File: config.mk
export PLATFORM = sky130hd
export DESIGN_NAME = cnt_delta_rx
export DESIGN_NICKNAME = d
export VERILOG_FILES = /design/src/rtl/cnt_delta_rx.sv
export SDC_FILE = /design/constraint.sdc
export NUM_CORES = 1
export LEC_CHECK = 0
export CORE_MARGIN = 4
export CORE_UTILIZATION = 25
export CTS_BUF_LIST = sky130_fd_sc_hd__clkbuf_16
export CTS_CLUSTER_DIAMETER = 100
export CTS_CLUSTER_SIZE = 28
export DETAILED_ROUTE_END_ITERATION = 10
export PLACE_DENSITY_LB_ADDON = 0.05
export SLEW_MARGIN = 10
export SYNTH_ARGS = -nofsm -noshare
export SYNTH_HDL_FRONTEND = slang
export SYNTH_SLANG_ARGS = --single-unit
File: constraint.sdc
create_clock -name clock -period 2.4 [get_ports clock]
set_input_delay 0.48 -clock clock [delete_from_list [all_inputs] [get_ports clock]]
set_output_delay 0.48 -clock clock [all_outputs]
set_load 0.005 [all_outputs]
File: src/rtl/cnt_delta_rx.sv
// rtl/cnt_delta_rx.sv - cycle-stamp consumer: emits elapsed cycles between accepted stamps through a result FIFO
// Optional running maximum of deltas enabled by CNT_DELTA_MAX_EN.
module cnt_delta_rx #(
  parameter int DEPTH = 4,
  parameter int AW    = 2
) (
  input  logic        clock,
  input  logic        resetn,
  input  logic        ivalid,
  output logic        oready,
  input  logic [31:0] stamp,
  output logic        ovalid,
  input  logic        iready,
  output logic [31:0] delta,
  output logic [31:0] max_delta
);

  localparam logic [AW:0] FULL_COUNT = (AW + 1)'(DEPTH);
  localparam logic [AW:0] PTR_ONE    = (AW + 1)'(1);

  logic [31:0] mem [DEPTH];
  logic [AW:0] wptr;
  logic [AW:0] rptr;
  logic [AW:0] count;
  logic [31:0] prev;
  logic        primed;
  logic        push;
  logic        pop;
  logic [31:0] delta_new;

  // Pointers carry one extra bit so full and empty are distinguishable.
  assign count  = wptr - rptr;
  assign oready = (count != FULL_COUNT);
  assign ovalid = (wptr != rptr);

  assign push = ivalid & oready;
  assign pop  = ovalid & iready;

  // Unsigned 32-bit subtraction wraps naturally modulo 2^32.
  assign delta_new = primed ? (stamp - prev) : 32'd0;

  always_ff @(posedge clock) begin
    if (!resetn) begin
      wptr   <= '0;
      rptr   <= '0;
      prev   <= 32'd0;
      primed <= 1'b0;
    end else begin
      if (push) begin
        wptr   <= wptr + PTR_ONE;
        prev   <= stamp;
        primed <= 1'b1;
      end
      if (pop) begin
        rptr <= rptr + PTR_ONE;
      end
    end
  end

  always_ff @(posedge clock) begin
    if (resetn && push) begin
      mem[wptr[AW-1:0]] <= delta_new;
    end
  end

  // Storage is not reset, so the head is masked while the FIFO is empty.
  assign delta = ovalid ? mem[rptr[AW-1:0]] : 32'd0;

`ifdef CNT_DELTA_MAX_EN
  logic [31:0] max_q;

  always_ff @(posedge clock) begin
    if (!resetn) begin
      max_q <= 32'd0;
    end else if (push && (delta_new > max_q)) begin
      max_q <= delta_new;
    end
  end

  assign max_delta = max_q;
`else
  assign max_delta = 32'd0;
`endif

endmodule

==> impl_metrics.ini <==
[pwr]
total_power_mw = 11.8
p_switching_mw = 3.75
p_int_mw = 8.07
sw_frac_of_total = 0.317
ir_worst_vdd_mv = 0.752
powerDensity_nw_per_um2 = 945
power.leakage_nw = 4.73
comb_power_share = 0.458
p_seq_frac = 0.305
pwr-share-clk = 0.237

[critical_path]
crit_type = input pin to register
slowest_stage = clkdlybuf4s50_1
crit_chain = clkdlybuf4s50_1, ha_1, o21a_1, nor2_1, or3_1, o21ai_4, a31o_1, mux2i_2
path_max_fanout = 5
cp.arrival_ps = 2670
cp.required_ps = 2640
end_kind = register
critPathLaunchType = input pin
max_stage_delay_ps = 480
cp_top_family = compound AO/OA/AOI/OAI gates
cp.buffers_inverters = 1

[logic_synthesis]
yosys_warnings = 0
avgSynthCellArea_sq_um = 11.9
ys_top_cells_by_area = edfxtp_1 (44%), dfxtp_1 (9.4%), mux4_2 (8.3%)
synth_cell_types = 61
netlist_instances = 736
ys_ff_latch = 169
synth.top_cell.area_share = 0.440
ys_seq_area_frac = 0.534
synth_edf_count = 128
synth_ff_type = edfxtp_1
async_flop_share = 0
synth_largest_area_cell = edfxtp_1
syn_area_sq_um = 8730

[cts]
cts_tree = done
numCtsBuffers = 17
postCtsHoldBufs = 0
cts-htree-levels = 4
insertion_delay_ps = 440
clkTransAtPathRegs_ps = 70
clock_path_buffers = 2
cts_num_sinks = 169
cts_root_buf = clkbuf_16

[route]
dr.pass1.iters = 4
drt_wl_total_um = 25600
post_drt_wl_per_cell_um = 17.8
num_vias = 6115
drtIter0Drc = 316
vias_per_cell = 4.27
drc_errors = 0
final_antenna_net_count = 0

[timing]
fin_crit_ps = 2430
fin_skew_ps = 26.4
hold_slack_ps = 391
setup_viol = 15
hold_viol_final = 0
tns_ps = -276
max_freq_mhz = 411
setup_slack_ps = -31.5
rsz0062_at_grt = true
finalCritPeriodShare = 1.01
slew_violations = 0

[finish]
drive_gt1_frac = 0.406
area_growth_pct = 43.3
regArea_sq_um = 4680
diodes = 0
multi_input_area_sq_um = 4310
nFillCells = 3441
stdcell_area_sq_um = 12500
num-nets-final = 1042

[place]
place_hpwl_um = 17100
place_ws_ps = -890
place.gp.congestion = 0.833
placed_area_sq_um = 10900
io_buffers = 69

[die]
rows = 68
die_w_um = 195
die_h_um = 195
start_util = 0.253
die_area_sq_um = 38000
ioPinCount = 102
core_sq_um = 34500

[grt]
grt_max_degree = 35
grt_pass1_vias = 6391
grt_usage = 0.134
grt_first_pass_wirelength_um = 38900
antenna_found_initial = 0
grt.overflow.total = 0

[worst_hold_path]
hold_class = input pin to register

[status]
status = finished with violations
violations = negative setup slack

[run]
cap_violations = 0
==> layout make-up <==
class | instances | share of cell area
Sequential cell | 169 | 0.374
Multi-Input combinational cell | 496 | 0.344
Timing Repair Buffer | 241 | 0.177
Tap cell | 455 | 0.0455
Clock buffer | 17 | 0.0340
Clock inverter | 14 | 0.0129
Inverter | 41 | 0.0127
==> layout by cell type, fill, tap and decap left out, types with 12 or more instances in the layout <==
cell type,Yosys,final
buf_4,36,135
edfxtp_1,128,128
nand2_1,104,104
buf_6,1,41
a21boi_0,36,35
inv_1,40,34
mux4_2,32,32
dfxtp_1,41,32
conb_1,1,32
nor2_1,41,31
and2_4,0,24
ha_4,0,21
a21oi_1,30,20
and2_1,41,17
clkbuf_16,0,17
clkdlybuf4s50_1,0,17
ha_1,39,16
o21ai_0,17,13
buf_2,6,13
buf_12,0,13
xnor2_1,17,12
dlygate4sd2_1,0,12
==> sequential cells by signal, indices dropped and copies added, names as in the netlist, named ones only <==
register / flops
primed: 1
wptr: 3
rptr: 3
prev: 32
mem: 128
==> cells in the mapped netlist, drive strengths merged (2+ instances only) <==
master  count
a211oi      3
a21boi     36
a21o        8
a21oi      33
a31o        2
a31oi       6
and2       41
and3        6
buf        44
clkbuf     16
dfxtp      41
edfxtp    128
ha         39
inv        40
mux2i       6
mux4       32
nand2     104
nand2b      6
nand3       9
nand4       6
nor2       41
nor2b       8
nor3        6
o211ai      3
o21a        4
o21ai      22
o21bai      2
o31ai       2
or3         2
xnor2      17
xor2       10
==> logic make-up (layout without fill, tap and decap cells) <==
kind of cell | count (synthesis) | in the layout | share of synthesized area
adders and majority gates | 40 | 40 | 0.0582
buffers and inverters | 102 | 313 | 0.0616
DFF | 169 | 169 | 0.534
other | 1 | 32 | 0.000430
AOI/OAI and AO/OA | 128 | 128 | 0.104
muxes | 38 | 38 | 0.0894
xor gates and xnor gates | 27 | 27 | 0.0271
and+or+nand+nor | 231 | 231 | 0.125
==> metal layers <==
metal / vias to the layer above / track usage / part of all wire
met5: - / 0 / 0
met4: 0 / 0.0344 / 0.0083
met3: 10 / 0.0241 / 0.026
met2: 93 / 0.217 / 0.47
met1: 2992 / 0.187 / 0.49
li1: 3020 / - / -
==> what timing repair did <==
| action | 4_1_cts | 5_1_grt |
|---|---|---|
| gates resized for setup | 260 | 62 |
| pin swaps | 57 | 29 |
| endpoints found under the hold margin | 0 | 0 |
| endpoints found under the setup margin | 127 | 111 |
| gates cloned | 2 | 0 |
| setup buffers | 31 | 3 |
==> power groups by stage <==
stage          registers [mW]  logic [mW]  clock network, mW
5_1_grt                  3.64        5.86               3.02
4_1_cts                  3.61        5.36               2.90
6_report                 3.61        5.41               2.80
3_3_place_gp             3.64        4.29                  0
3_5_place_dp             3.66        4.31                  0
2_1_floorplan            3.63        2.10                  0
==> final timing paths <==
check                                      startpoint               endpoint  slack (ps)  depth (start not counted)
worst min register to register  prev[29]$_SDFFE_PN0N_  prev[29]$_SDFFE_PN0N_         460                          2
worst max-delay path                        stamp[14]   mem[0][31]$_DFFE_PP_         -30                          8
worst min-delay path                        stamp[16]  prev[16]$_SDFFE_PN0N_         390                          3
worst max register to register   prev[7]$_SDFFE_PN0N_   mem[0][31]$_DFFE_PP_           0                          9
==> metrics by stage <==
step	instances	utilization
after detailed placement	1370	0.318
final	1433	0.363
after global placement	1370	0.318
after global routing	1433	0.363
after CTS	1432	0.355
after floorplan	767	-
==> tightest hold or removal path: stages <==
cell and delay [ps]:
dlymetal6s2s_1 170, nand2_1 70, a21boi_0 60
No activity file was read; power rests on OpenSTA's default activity.
